### config.mk
export PLATFORM = sky130hd
export DESIGN_NAME = barrel_shift_pipe
export DESIGN_NICKNAME = d
export VERILOG_FILES = /design/src/rtl/barrel_shift_pipe.sv
export SDC_FILE = /design/constraint.sdc
export NUM_CORES = 1
export LEC_CHECK = 0
export ABC_CLOCK_PERIOD_IN_PS = 2800
export CAP_MARGIN = 20
export CORE_MARGIN = 3
export CORE_UTILIZATION = 58
export DETAILED_ROUTE_END_ITERATION = 7
export PLACE_DENSITY = 0.83
export SYNTH_ARGS = -nofsm -noshare
export SYNTH_HDL_FRONTEND = slang
export SYNTH_SLANG_ARGS = --single-unit
### constraint.sdc
create_clock -name clk -period 2.8 [get_ports clk]
set_input_delay 0.56 -clock clk [delete_from_list [all_inputs] [get_ports clk]]
set_output_delay 0.56 -clock clk [all_outputs]
set_load 0.02 [all_outputs]
### src/rtl/barrel_shift_pipe.sv
// Pipelined barrel shifter: logical / arithmetic / rotate, left or right, WIDTH a power of two.
// Latency: SHW = $clog2(WIDTH) register stages; one beat per cycle.
// Backpressure: out_valid && !out_ready freezes every stage (bubbles included) and drops in_ready.
module barrel_shift_pipe #(
  parameter  int WIDTH = 8,
  localparam int SHW   = $clog2(WIDTH)
) (
  input  logic             clk,
  input  logic             rst,
  input  logic             in_valid,
  output logic             in_ready,
  input  logic [WIDTH-1:0] in_data,
  input  logic [SHW-1:0]   in_amt,
  input  logic             in_dir,
  input  logic [1:0]       in_mode,
  output logic             out_valid,
  input  logic             out_ready,
  output logic [WIDTH-1:0] out_data,
  output logic             out_zero
);

  localparam logic [1:0] MODE_ARITH  = 2'b01;
  localparam logic [1:0] MODE_ROTATE = 2'b10;

  // One conditional shift by a fixed power of two. Reserved mode 11 falls
  // through to the logical path; arithmetic left equals logical left.
  function automatic logic [WIDTH-1:0] shift_step(
    input logic [WIDTH-1:0] d,
    input int               s,
    input logic             dir,
    input logic [1:0]       mode,
    input logic             sgn
  );
    logic [WIDTH-1:0] res;
    logic [WIDTH-1:0] fill;
    res  = '0;
    fill = '0;
    if (mode == MODE_ROTATE) begin
      if (dir) res = (d >> s) | (d << (WIDTH - s));
      else     res = (d << s) | (d >> (WIDTH - s));
    end else if (dir) begin
      // Sign comes from the original operand, carried alongside the beat.
      if (mode == MODE_ARITH && sgn) fill = ~({WIDTH{1'b1}} >> s);
      res = (d >> s) | fill;
    end else begin
      res = d << s;
    end
    return res;
  endfunction

  // Stage registers. The full shift amount travels with the beat; stage k
  // only looks at bit k of it.
  logic [SHW-1:0]   vld_q;
  logic [WIDTH-1:0] dat_q  [SHW];
  logic [SHW-1:0]   amt_q  [SHW];
  logic [SHW-1:0]   dir_q;
  logic [1:0]       mode_q [SHW];
  logic [SHW-1:0]   sgn_q;
  logic             zero_q;

  // Inputs seen by each stage and the value it will capture.
  logic [SHW-1:0]   src_vld;
  logic [WIDTH-1:0] src_dat  [SHW];
  logic [SHW-1:0]   src_amt  [SHW];
  logic [SHW-1:0]   src_dir;
  logic [1:0]       src_mode [SHW];
  logic [SHW-1:0]   src_sgn;
  logic [WIDTH-1:0] nxt_dat  [SHW];

  logic stall;

  assign out_valid = vld_q[SHW-1];
  assign out_data  = dat_q[SHW-1];
  assign out_zero  = zero_q;
  assign stall     = out_valid && !out_ready;
  assign in_ready  = !stall;

  // Route the input port into stage 0 and each stage into the next, then
  // apply that stage's conditional shift.
  always_comb begin
    src_vld     = '0;
    src_dir     = '0;
    src_sgn     = '0;
    src_vld[0]  = in_valid;
    src_dat[0]  = in_data;
    src_amt[0]  = in_amt;
    src_dir[0]  = in_dir;
    src_mode[0] = in_mode;
    src_sgn[0]  = in_data[WIDTH-1];
    for (int k = 1; k < SHW; k++) begin
      src_vld[k]  = vld_q[k-1];
      src_dat[k]  = dat_q[k-1];
      src_amt[k]  = amt_q[k-1];
      src_dir[k]  = dir_q[k-1];
      src_mode[k] = mode_q[k-1];
      src_sgn[k]  = sgn_q[k-1];
    end
    for (int k = 0; k < SHW; k++) begin
      if (src_amt[k][k])
        nxt_dat[k] = shift_step(src_dat[k], 1 << k, src_dir[k], src_mode[k], src_sgn[k]);
      else
        nxt_dat[k] = src_dat[k];
    end
  end

  // Lock-step pipeline advance; a stall freezes every stage, bubbles included.
  always_ff @(posedge clk) begin
    if (rst) begin
      vld_q  <= '0;
      dir_q  <= '0;
      sgn_q  <= '0;
      zero_q <= 1'b0;
      for (int k = 0; k < SHW; k++) begin
        dat_q[k]  <= '0;
        amt_q[k]  <= '0;
        mode_q[k] <= '0;
      end
    end else if (!stall) begin
      vld_q  <= src_vld;
      dir_q  <= src_dir;
      sgn_q  <= src_sgn;
      // Zero flag registered with the final stage so it never depends on out_data combinationally.
      zero_q <= src_vld[SHW-1] && (nxt_dat[SHW-1] == '0);
      for (int k = 0; k < SHW; k++) begin
        dat_q[k]  <= nxt_dat[k];
        amt_q[k]  <= src_amt[k];
        mode_q[k] <= src_mode[k];
      end
    end
  end

endmodule

# == After elaboration in Yosys (flattened, before gate mapping) ==
# Memory sizes are Yosys's and may differ from the RTL's.
# Cells that the tools add are included.
# word_totals
memories,3
out_inout_bits,11
ff_bits,8
ramBits,39
# mem_list
memory,words,width,rd,rd_ports_with_merged_regs,write_ports,line,rtl
dat_q,3,8,3,0,3,54,logic [WIDTH-1:0] dat_q [SHW];
amt_q,3,3,2,0,3,55,logic [SHW-1:0] amt_q [SHW];
mode_q,3,2,2,0,3,57,logic [1:0] mode_q [SHW];
# op_classes
n_reduce_logical,8
n_mux,37
eq_ne,6
bitwise,17
# ops
cell,count
8-bit two-way mux,26
6-bit by 8-bit bitwise OR with 8-bit output,2
7-bit by 8-bit bitwise OR with 8-bit output,2
3-bit two-way mux,3
1-bit bitwise OR,9
8-bit zero test,1
4-bit by 8-bit bitwise OR with 8-bit output,1
8-bit by 1-bit bitwise OR with 8-bit output,1
8-bit by 2-bit bitwise OR with 8-bit output,1
8-bit by 4-bit bitwise OR with 8-bit output,1
"2-bit by 1-bit equality test with 1-bit output, second input constant",3
"2-bit equality test, second input constant",3
2-bit two-way mux,3
1-bit logical AND,5
1-bit two-way mux,5
1-bit zero test,2

# == Longest topological paths before layout ==
# Gate-level depths: netlist of the first run.
# logic_depth
depth_word,12
depth_mapped,6
mapped_depth_nobuf,4

# == Worst setup path after synthesis of the first run ==
# No wires, ideal clock.
# synth_timing
path_kind,input-to-reg
start,input rst
end,memory amt_q[0][1] (netlist name) (enable)
path_buffers,2
setup_slack_ps,824
t_arrival_ps,1588
stages,4
setup_time_ps,388
required_ps,2412
path_cell_list,buf_2 > inv_2 > buf_2 > nand2_1
# synth_lines
item,line,rtl
start: declaration,9,"input logic rst,"
end: declaration,55,

# == Worst setup path after layout of the first run ==
# layout_timing
start,input out_ready
end,output in_ready
# layout_via
elab_chain_len,3
# layout_lines
item,line,rtl
start: declaration,17,"input logic out_ready,"
1-bit zero test,75,assign stall = out_valid && !out_ready;
1-bit logical AND,75,
1-bit zero test,--,
end: declaration,11,"output logic in_ready,"
# Every way passes these cells.

==> reports/summary.log, run 1 <==
qor: run_status.run_status complete, no violations
qor: logic_synthesis.synth-warning-count 0
qor: detailed_routing.drt-total-wl 3870 um
qor: logic_synthesis.synth_largest_area_cell sky130_fd_sc_hd__edfxtp_1
qor: clock_tree.cts_resized 0
qor: sta.fin_setup_tns 0 ns
qor: critical_path.cp_cell_sequence clkdlybuf4s50_1 > nor2b_1 > inv_2 > clkdlybuf4s50_1
qor: placed_design.gp_routability_congestion 0.889
qor: clock_tree.numCtsBuffers 5
qor: sta.final_max_slew_viol_count 0
qor: logic_synthesis.synth-seq-area-share 54.0%
qor: clock_tree.path_clk_slew 0.12 ns
qor: die.dieHeight 65.0 um
qor: logic_synthesis.synth.distinct_cells 34
qor: finish.mostFrequentLayoutCell sky130_fd_sc_hd__edfxtp_1
qor: logic_synthesis.number_of_instances_in_the_synthesized_netlist 191
qor: pwr.p_leak 0.863 nW
qor: pwr.power.density_cell_area 499 nW/um^2
qor: critical_path.critical-path-slowest-cell sky130_fd_sc_hd__clkdlybuf4s50_1
qor: critical_path.setup.worst_path.start_class input port
qor: critical_path.worst_path_largest_cell_delay 0.54 ns
qor: detailed_routing.vias 1,548
qor: flow_run.max-cap-violations 0
qor: clock_tree.postCtsHoldBufs 0
qor: finish.num_antenna_cells 0
qor: global_routing.initial_antenna_violation_count 0
qor: detailed_routing.drtAntennaViolNets 0
qor: pwr.power_report.internal_total 852 uW
qor: critical_path.timing.critical_path.fanout_max 2
qor: global_routing.grt_start_max_net_pins 25
qor: pwr.pwr-share-seq 61.5%
qor: sta.period_minus_slack 2.33 ns
qor: critical_path.crit_type in -> out
qor: clock_tree.postCtsSetupBuffers 0
qor: sta.final-hold-violation-count 0
qor: detailed_routing.detail_route.drc_violations 0
qor: sta.slew-limit-headroom 65.4%
qor: finish.nets 228
qor: die.design.core.area 3180 um^2
qor: clock_tree.clock-root-buffer sky130_fd_sc_hd__clkbuf_4
qor: finish.most-common-layout-cells 31 x sky130_fd_sc_hd__edfxtp_1, 28 x sky130_fd_sc_hd__clkdlybuf4s50_1, 22 x sky130_fd_sc_hd__nor2_1
qor: die.number_of_placed_i_o_pins 29
qor: sta.fmax 429 MHz
qor: critical_path.worst_ep_required_time 2.24 ns
qor: global_routing.groute.usage.overall 21.1%
qor: placed_design.dpl_wire_length 2840 um
qor: worst_hold_path.timing.hold.worst.class reg -> reg
qor: pwr.p_sw_share 26.3%
qor: critical_path.endpoint_kind output pin
qor: sta.grt_setup_unrepaired no
qor: logic_synthesis.synth_fp_nets 209
qor: sta.fin_hold_ws 0.475 ns
qor: logic_synthesis.post_synth.cell_area_avg 10.6 um^2
qor: finish.fill_cells 245
qor: critical_path.rr_startpoint vld_q[2]
qor: detailed_routing.drt_pre_antenna_iters 4
qor: pwr.worst_ir_drop_vdd 0.353 mV
qor: placed_design.io_buffers 28
qor: clock_tree.tritoncts yes
qor: die.width_of_the_die 65.0 um
qor: pwr.power.switching 304 uW
qor: critical_path.r2r.worst_path.cells 5
qor: sta.timing_worst_slew_pin_value 0.519 ns
qor: clock_tree.numClockSinks 39
qor: logic_synthesis.post-synth-top-area-fraction 46.1%
qor: critical_path.setup.worst_path.start out_ready
qor: critical_path.crit_arrival 1.77 ns
qor: clock_tree.clk-insertion-delay-late 0.35 ns
qor: die.std_cell_rows 20
qor: critical_path.endpoint in_ready
qor: die.initial_utilization 63.5%
qor: critical_path.regToRegEndpoint dat_q[0][7]
qor: finish.final_layout_size_suffix_gt1_share 6.64%
qor: logic_synthesis.post_synth_design_cell_area 2020 um^2
qor: pwr.clkPwrFrac 23.9%
qor: sta.fin_worst_skew 0.0190 ns
qor: critical_path.rrSetupSlack 1.17 ns
qor: sta.setup-violations-final 0
qor: critical_path.critPathMostFrequentCell sky130_fd_sc_hd__clkdlybuf4s50_1
qor: logic_synthesis.ys_ff_latch 39
qor: global_routing.grt_pass1_wl 6670 um
qor: pwr.combinationalPowerShare 14.6%
qor: detailed_routing.wl_per_instance 15.2 um
qor: sta.period_share 83.2%
qor: global_routing.grt_pass1_vias 1,517
qor: logic_synthesis.synth.area.top_cells sky130_fd_sc_hd__edfxtp_1 46%, sky130_fd_sc_hd__dfxtp_1 7.9%, sky130_fd_sc_hd__mux2i_1 5.5%
qor: die.die_area 4230 um^2
qor: global_routing.gr-total-overflow 0
qor: finish.area.growth.synth_to_final 14.8%
qor: detailed_routing.avgViaCountPerCell 6.07
qor: clock_tree.cts_max_level 2
qor: detailed_routing.drtIter0Drc 148
qor: clock_tree.cts-root-to-sink-buffers 2
[final cells by class]
class	instances	area [um^2]	area share [%]
clock buffers	7	45.0	1.94
clock inverters	1	5.00	0.216
inverters	5	18.8	0.809
multi-input cells	127	793	34.2
flip-flops and latches	39	1090	47.1
well taps	44	55.1	2.37
repair buffers	32	310	13.4
[critical path: cells and delay by family]
kind,cells,cell delay [ns]
simple gates,1,0.20
buf+inv,3,1.01
[power groups by stage]
stage	Clock, mW	Combinational, mW	Sequential (mW)
after floorplan	0	0.123	0.705
after global placement	0	0.161	0.719
after detailed placement	0	0.167	0.722
after CTS	0.274	0.168	0.709
after global routing	0.306	0.184	0.718
final	0.277	0.168	0.711
[sequential cells by signal (all words and copies together), names as in the netlist]
| name | cells |
|---|---|
| mode_q | 4 |
| out_zero | 1 |
| sgn_q | 2 |
| amt_q | 3 |
| dir_q | 2 |
| dat_q | 24 |
| vld_q | 3 |
[stage by stage]
stage | worst slack (ns) | instance area, um^2 | instances | utilization, % | power (mW)
final | 0.469 | 2320 | 255 | 73.0 | 1.16
after global routing | 0.452 | 2320 | 255 | 73.0 | 1.21
after global placement | 0.495 | 2270 | 247 | 71.4 | 0.879
after detailed placement | 0.495 | 2270 | 247 | 71.4 | 0.889
after CTS | 0.478 | 2320 | 255 | 73.0 | 1.15
after floorplan | 0.824 | 2020 | 191 | - | 0.827
[routing by layer]
metal  wire length (um)  global-route usage (%)
met5                  0                       0
met3                234                    6.24
met4                124                    12.4
met1               1460                    20.7
met2               2050                    38.6
[cell usage after synthesis]
master,count
sky130_fd_sc_hd__buf_4,8
sky130_fd_sc_hd__inv_1,3
sky130_fd_sc_hd__inv_2,2
sky130_fd_sc_hd__o41ai_2,1
sky130_fd_sc_hd__dfxtp_1,8
sky130_fd_sc_hd__nand3_1,3
sky130_fd_sc_hd__nand2_2,1
sky130_fd_sc_hd__o31ai_1,1
sky130_fd_sc_hd__nor2_1,22
sky130_fd_sc_hd__nand2b_1,3
sky130_fd_sc_hd__o21ba_1,1
sky130_fd_sc_hd__and2b_1,1
sky130_fd_sc_hd__o21ai_1,2
sky130_fd_sc_hd__o2111ai_1,1
sky130_fd_sc_hd__nor4bb_1,1
sky130_fd_sc_hd__buf_2,9
sky130_fd_sc_hd__clkbuf_1,3
sky130_fd_sc_hd__mux2i_1,11
sky130_fd_sc_hd__a211oi_1,14
sky130_fd_sc_hd__o211ai_1,4
sky130_fd_sc_hd__a21oi_1,11
sky130_fd_sc_hd__edfxtp_1,31
sky130_fd_sc_hd__and3_1,7
sky130_fd_sc_hd__nor2b_1,5
sky130_fd_sc_hd__a222oi_1,1
sky130_fd_sc_hd__nand2_1,17
sky130_fd_sc_hd__a32oi_1,1
sky130_fd_sc_hd__nand3b_1,2
sky130_fd_sc_hd__o21ai_0,3
sky130_fd_sc_hd__nor4_1,2
sky130_fd_sc_hd__a22oi_1,2
sky130_fd_sc_hd__a311oi_1,7
sky130_fd_sc_hd__nand4b_1,2
sky130_fd_sc_hd__and2_1,1
[how the worst min path moves through the flow]
| stage | start | endpoint | slack (ns) | cells past startpoint |
|---|---|---|---|---|
| 6_report | sgn_q[1] | sgn_q[1] | 0.48 | 2 |
| 4_1_cts | sgn_q[1] | sgn_q[1] | 0.48 | 2 |
| 3_3_place_gp | vld_q[0] | vld_q[0] | 0.44 | 2 |
| 3_5_place_dp | vld_q[0] | vld_q[1] | 0.46 | 2 |
| 5_1_grt | vld_q[0] | vld_q[1] | 0.49 | 2 |
| 2_1_floorplan | sgn_q[1] | sgn_q[1] | 0.43 | 2 |
[kinds of logic (layout without fill, tap and decap cells)]
| family | Yosys count | count (layout) | share of synthesized area, % |
|---|---|---|---|
| buffers and inverters | 25 | 45 | 6.69 |
| DFF | 39 | 39 | 54.0 |
| and+or+nand+nor | 67 | 67 | 16.4 |
| AOI/OAI and AO/OA | 49 | 49 | 17.5 |
| muxes | 11 | 11 | 5.45 |
Note: power is estimated with default switching activity, not from simulation.
==> run 2, diff against run 1 <==
==> config.mk (replaced) <==
export PLATFORM = sky130hd
export DESIGN_NAME = barrel_shift_pipe
export DESIGN_NICKNAME = d
export VERILOG_FILES = /design/src/rtl/barrel_shift_pipe.sv
export SDC_FILE = /design/constraint.sdc
export NUM_CORES = 1
export LEC_CHECK = 0
export ABC_CLOCK_PERIOD_IN_PS = 2300
export CAP_MARGIN = 20
export CORE_MARGIN = 3
export CORE_UTILIZATION = 54
export DETAILED_ROUTE_END_ITERATION = 7
export PLACE_DENSITY = 0.78
export SYNTH_ARGS = -nofsm -noshare
export SYNTH_HDL_FRONTEND = slang
export SYNTH_SLANG_ARGS = --single-unit
==> constraint.sdc (replaced) <==
create_clock -name clk -period 2.3 [get_ports clk]
set_input_delay 0.46 -clock clk [delete_from_list [all_inputs] [get_ports clk]]
set_output_delay 0.46 -clock clk [all_outputs]
set_load 0.02 [all_outputs]
==> run 2 against run 1 <==
Compared with the run above: power rose by 51%; via count fell by 2.6%; sequential power rose by 22%; largest power group unchanged; largest cell class unchanged; critical endpoint unchanged.
==> reports/summary.log, run 2 (synthesized netlist as in run 1, its figures left out) <==
qor: run_status.run_status complete, no violations
qor: critical_path.setup.worst_path.start_class input port
qor: finish.layout_top_registers dat_q: 24 flops, mode_q: 4 flops
qor: critical_path.number_of_buffers_and_inverters_on_the_critical_path 3
qor: worst_hold_path.hold_depth 2
qor: sta.fin_worst_skew 0.00748 ns
qor: detailed_routing.wl_per_instance 15.1 um
qor: pwr.worst_ir_drop_vdd 0.472 mV
qor: clock_tree.clk-insertion-delay-late 0.29 ns
qor: placed_design.gp_routability_congestion 0.819
qor: die.width_of_the_die 67.2 um
qor: critical_path.cp_cell_sequence clkdlybuf4s50_1 > nor2b_1 > inv_2 > clkdlybuf4s50_1
qor: critical_path.critPathMostFrequentCell sky130_fd_sc_hd__clkdlybuf4s50_1
qor: global_routing.groute.usage.overall 19.5%
qor: sta.slew-limit-headroom 62.6%
qor: flow_run.max-cap-violations 0
qor: finish.most-common-layout-cells 31 x sky130_fd_sc_hd__edfxtp_1, 28 x sky130_fd_sc_hd__clkdlybuf4s50_1, 22 x sky130_fd_sc_hd__nor2_1
qor: die.design.core.area 3470 um^2
qor: sta.final-hold-violation-count 0
qor: global_routing.grt_start_max_net_pins 17
qor: sta.setup-violations-final 0
qor: clock_tree.path_clk_slew 0.07 ns
qor: detailed_routing.drt_pre_antenna_iters 4
qor: finish.num_antenna_cells 0
qor: placed_design.placed_cell_area 2310 um^2
qor: finish.final_area 2440 um^2
qor: clock_tree.tritoncts yes
qor: global_routing.grt_pass1_vias 1,427
qor: finish.area.growth.synth_to_final 20.8%
qor: pwr.p_leak 0.918 nW
qor: sta.fmax 479 MHz
qor: critical_path.worst_ep_required_time 1.84 ns
qor: die.std_cell_rows 21
qor: placed_design.dpl_wire_length 2870 um
qor: sta.timing_worst_slew_pin_value 0.560 ns
qor: critical_path.crit_type in -> out
qor: finish.nets 231
qor: clock_tree.postCtsSetupBuffers 0
qor: die.number_of_placed_i_o_pins 29
qor: clock_tree.clock-root-buffer sky130_fd_sc_hd__clkbuf_8
qor: sta.fin_hold_ws 0.456 ns
qor: sta.final_max_slew_viol_count 0
qor: global_routing.initial_antenna_violation_count 0
qor: critical_path.endpoint_kind output pin
qor: placed_design.io_buffers 28
qor: critical_path.critical_path_depth_in_cells 4
qor: clock_tree.numClockSinks 39
qor: clock_tree.cts_max_level 2
qor: sta.fin_setup_tns 0 ns
qor: detailed_routing.drt-total-wl 3920 um
qor: critical_path.r2r.worst_path.cells 6
qor: detailed_routing.vias 1,508
qor: critical_path.timing.critical_path.fanout_max 2
qor: clock_tree.cts-root-to-sink-buffers 2
qor: critical_path.worst_path_largest_cell_delay 0.60 ns
qor: finish.mostFrequentLayoutCell sky130_fd_sc_hd__edfxtp_1
qor: finish.final_layout_size_suffix_gt1_share 8.41%
qor: clock_tree.cts_resized 0
qor: sta.grt_setup_unrepaired no
qor: die.die_area 4510 um^2
qor: detailed_routing.drtIter0Drc 219
qor: critical_path.timing.critical_path.max_delay_family buffers and inverters
qor: finish.regMostFlops dat_q
qor: sta.period_minus_slack 2.09 ns
qor: die.dieHeight 67.2 um
qor: global_routing.gr-total-overflow 0
qor: die.initial_utilization 58.2%
qor: clock_tree.postCtsHoldBufs 0
qor: detailed_routing.detail_route.drc_violations 0
qor: worst_hold_path.timing.hold.worst.class reg -> reg
qor: pwr.power.density_cell_area 715 nW/um^2
qor: detailed_routing.avgViaCountPerCell 5.80
qor: critical_path.critical-path-slowest-cell sky130_fd_sc_hd__clkdlybuf4s50_1
qor: clock_tree.numCtsBuffers 5
qor: finish.largest_register_ff_count 24
qor: critical_path.crit_arrival 1.63 ns
qor: global_routing.grt_pass1_wl 6370 um
qor: sta.period_share 90.8%
qor: detailed_routing.drtAntennaViolNets 0
[run 2: per-stage QoR]
| stage | worst slack (ns) | std cells | utilization [%] | total power, mW |
|---|---|---|---|---|
| final | 0.212 | 260 | 70.3 | 1.74 |
| after global routing | 0.138 | 260 | 70.3 | 1.81 |
| after CTS | 0.204 | 260 | 70.3 | 1.75 |
| after detailed placement | 0.222 | 252 | 66.5 | 1.09 |
| after global placement | 0.192 | 252 | 66.5 | 1.08 |
| after floorplan | 0.424 | 191 | - | 1.01 |
[run 2: metal layers]
layer | vias up | global-route usage, % | share of wire (%)
li1 | 757 | - | -
met1 | 680 | 19.5 | 39
met2 | 59 | 35.5 | 52
met3 | 12 | 4.49 | 5.5
met4 | 0 | 13.2 | 3.1
met5 | - | 0 | 0
[run 2: report_power, final]
part	total (mW)	switching (mW)	internal [mW]
combinational	0.212	0.103	0.109
clock	0.668	0.235	0.434
sequential	0.864	0.0483	0.815
total	1.74	0.386	1.36
[run 2: final timing paths]
path,slack (ns),to,start
setup / recovery,0.21,in_ready,out_ready
hold / removal,0.46,vld_q[0],vld_q[0]
setup reg to reg,0.83,dat_q[0][22],vld_q[2]
hold reg to reg,0.46,vld_q[0],vld_q[0]
[run 2: layout make-up]
class / instances / area, um^2
Multi-Input combinational cell: 127 / 793
Clock buffer: 6 / 72.6
Timing Repair Buffer: 35 / 345
Sequential cell: 39 / 1090
Clock inverter: 2 / 60.1
Inverter: 5 / 18.8
Tap cell: 46 / 57.6
Fill cell: 284 / 1030
[run 2: tightest hold or removal path, stage by stage (launching register included)]
cell	delay, ns
sky130_fd_sc_hd__dfxtp_1	0.31
sky130_fd_sc_hd__nand2_1	0.05
sky130_fd_sc_hd__a21oi_1	0.05
==> run 3, diff against run 2 <==
--- a/config.mk
+++ b/config.mk
@@ -10,7 +10,7 @@
 export CORE_MARGIN = 3
 export CORE_UTILIZATION = 54
 export DETAILED_ROUTE_END_ITERATION = 7
-export PLACE_DENSITY = 0.78
+export PLACE_DENSITY = 0.79
 export SYNTH_ARGS = -nofsm -noshare
 export SYNTH_HDL_FRONTEND = slang
 export SYNTH_SLANG_ARGS = --single-unit
==> run 3 against run 2 <==
Compared with the run above: clock skew is 0.0021 ns lower; highest routed layer unchanged; largest cell class unchanged; combinational power fell by 2%; clock power decreased by 31%; count of clock-buffer cells in the layout rose by 1; critical path depth is the same; register-to-register slack worse by 0.11 ns; final area shrank 2.5%; wire length down 0.26%; die area unchanged.
==> reports/summary.log, run 3 (synthesized netlist as in run 1, its figures left out) <==
qor: clock_tree.clk-insertion-delay-late 0.28 ns
qor: finish.regMostFlops dat_q
qor: sta.period_minus_slack 2.11 ns
qor: sta.fin_setup_tns 0 ns
qor: global_routing.grt_pass1_vias 1,473
qor: clock_tree.cts_max_level 2
qor: global_routing.grt_pass1_wl 6420 um
qor: critical_path.timing.critical_path.fanout_max 2
qor: sta.period_share 91.7%
qor: flow_run.max-cap-violations 0
qor: detailed_routing.wl_per_instance 15.1 um
qor: sta.final_max_slew_viol_count 0
qor: clock_tree.postCtsSetupBuffers 0
qor: finish.layout_top_registers dat_q: 24 flops, mode_q: 4 flops
qor: global_routing.groute.usage.overall 19.1%
qor: die.design.core.area 3470 um^2
qor: clock_tree.clock-root-buffer sky130_fd_sc_hd__clkbuf_8
qor: critical_path.cp_cell_sequence clkdlybuf4s50_1 > nor2b_1 > inv_2 > clkdlybuf4s50_1
qor: clock_tree.cts_resized 0
qor: critical_path.setup.worst_path.start_class input port
qor: critical_path.worst_path_largest_cell_delay 0.54 ns
qor: detailed_routing.vias 1,511
qor: detailed_routing.avgViaCountPerCell 5.83
qor: pwr.power.switching 373 uW
qor: pwr.combinationalPowerShare 13.5%
qor: finish.mostFrequentLayoutCell sky130_fd_sc_hd__edfxtp_1
qor: die.number_of_placed_i_o_pins 29
qor: worst_hold_path.timing.hold.worst.class reg -> reg
qor: detailed_routing.drt-total-wl 3910 um
qor: pwr.power_report.internal_total 1.16 mW
qor: clock_tree.path_clk_slew 0.07 ns
qor: detailed_routing.drt_pre_antenna_iters 4
qor: clock_tree.cts-root-to-sink-buffers 2
qor: finish.nets 230
qor: pwr.p_sw_share 24.3%
qor: sta.grt_setup_unrepaired no
qor: pwr.power.density_cell_area 646 nW/um^2
qor: detailed_routing.detail_route.drc_violations 0
qor: global_routing.grt_start_max_net_pins 25
qor: clock_tree.postCtsHoldBufs 0
qor: placed_design.gp_routability_congestion 0.826
qor: detailed_routing.drtIter0Drc 168
qor: sta.fin_worst_skew 0.00535 ns
qor: placed_design.io_buffers 28
qor: finish.largest_register_ff_count 24
qor: critical_path.critical-path-slowest-cell sky130_fd_sc_hd__clkdlybuf4s50_1
qor: pwr.clkPwrFrac 30.1%
qor: die.width_of_the_die 67.2 um
qor: run_status.run_status complete, no violations
qor: pwr.pwr-share-seq 56.4%
qor: finish.final_layout_size_suffix_gt1_share 7.98%
qor: sta.final-hold-violation-count 0
qor: pwr.total_power 1.54 mW
qor: critical_path.timing.critical_path.max_delay_family buffers and inverters
qor: global_routing.gr-total-overflow 0
qor: clock_tree.numCtsBuffers 5
qor: sta.slew-limit-headroom 62.9%
qor: pwr.p_leak 0.891 nW
qor: sta.setup-violations-final 0
qor: die.dieHeight 67.2 um
qor: critical_path.critPathMostFrequentCell sky130_fd_sc_hd__clkdlybuf4s50_1
qor: finish.num_antenna_cells 0
qor: die.initial_utilization 58.2%
qor: critical_path.crit_arrival 1.65 ns
qor: die.die_area 4510 um^2
qor: critical_path.endpoint_kind output pin
qor: die.std_cell_rows 21
qor: critical_path.crit_type in -> out
qor: sta.timing_worst_slew_pin_value 0.556 ns
qor: critical_path.worst_ep_required_time 1.84 ns
qor: pwr.worst_ir_drop_vdd 0.358 mV
qor: finish.area.growth.synth_to_final 17.7%
qor: detailed_routing.drtAntennaViolNets 0
qor: clock_tree.tritoncts yes
qor: finish.most-common-layout-cells 31 x sky130_fd_sc_hd__edfxtp_1, 28 x sky130_fd_sc_hd__clkdlybuf4s50_1, 22 x sky130_fd_sc_hd__nor2_1
qor: global_routing.initial_antenna_violation_count 0
qor: placed_design.dpl_wire_length 2850 um
qor: sta.fin_hold_ws 0.452 ns
qor: sta.fmax 474 MHz
qor: critical_path.number_of_buffers_and_inverters_on_the_critical_path 3
qor: clock_tree.numClockSinks 39
==> run 3: changes by cell type in the layout (fill, tap and decap cells not counted) <==
cell                        change
sky130_fd_sc_hd__buf_12         -1
sky130_fd_sc_hd__bufinv_16      -2
sky130_fd_sc_hd__clkbuf_8       +1
sky130_fd_sc_hd__clkinv_2       +1
==> run 3: metal layers <==
metal  global-route usage (%)  share of wire, %
met5                        0                 0
met4                     7.85              0.64
met3                     5.16               4.2
met1                     19.6                40
met2                     36.2                55
==> run 3: power groups by stage <==
stage,clock network (mW),registers [mW],logic [mW]
3_3_place_gp,0,0.874,0.199
2_1_floorplan,0,0.858,0.149
3_5_place_dp,0,0.879,0.206
4_1_cts,0.475,0.863,0.208
5_1_grt,0.510,0.871,0.228
6_report,0.462,0.866,0.207
==> run 3: worst reg2reg max path: cells and delay by family (launching register included) <==
kind                   cells  cell delay (ns)
AOI/OAI and AO/OA          1             0.21
buffers and inverters      2             0.24
DFF                        1             0.33
and+or+nand+nor            2             0.56
==> run 3: worst paths after layout <==
check	startpoint	to	slack [ns]	cells past startpoint
worst min register to register	sgn_q[1]	sgn_q[1]	0.45	2
worst min-delay path	sgn_q[1]	sgn_q[1]	0.45	2
worst max register to register	vld_q[2]	dat_q[0][7]	0.72	5
worst max-delay path	out_ready	in_ready	0.19	4
==> run 3: cell type report <==
| cell class | instances | area, um^2 |
|---|---|---|
| Tap cell | 46 | 57.6 |
| Clock inverter | 1 | 5.00 |
| Inverter | 5 | 18.8 |
| Timing Repair Buffer | 34 | 325 |
| Clock buffer | 7 | 86.3 |
| Fill cell | 292 | 1090 |
| Multi-Input combinational cell | 127 | 793 |
| Sequential cell | 39 | 1090 |
==> run 3: through the flow <==
| step | utilization (%) | instance area (um^2) | cells | worst slack, ns |
|---|---|---|---|---|
| after floorplan | - | 2020 | 191 | 0.424 |
| after global placement | 65.9 | 2290 | 251 | 0.191 |
| after detailed placement | 65.9 | 2290 | 251 | 0.202 |
| after CTS | 68.5 | 2380 | 259 | 0.190 |
| after global routing | 68.5 | 2380 | 259 | 0.148 |
| final | 68.5 | 2380 | 259 | 0.192 |
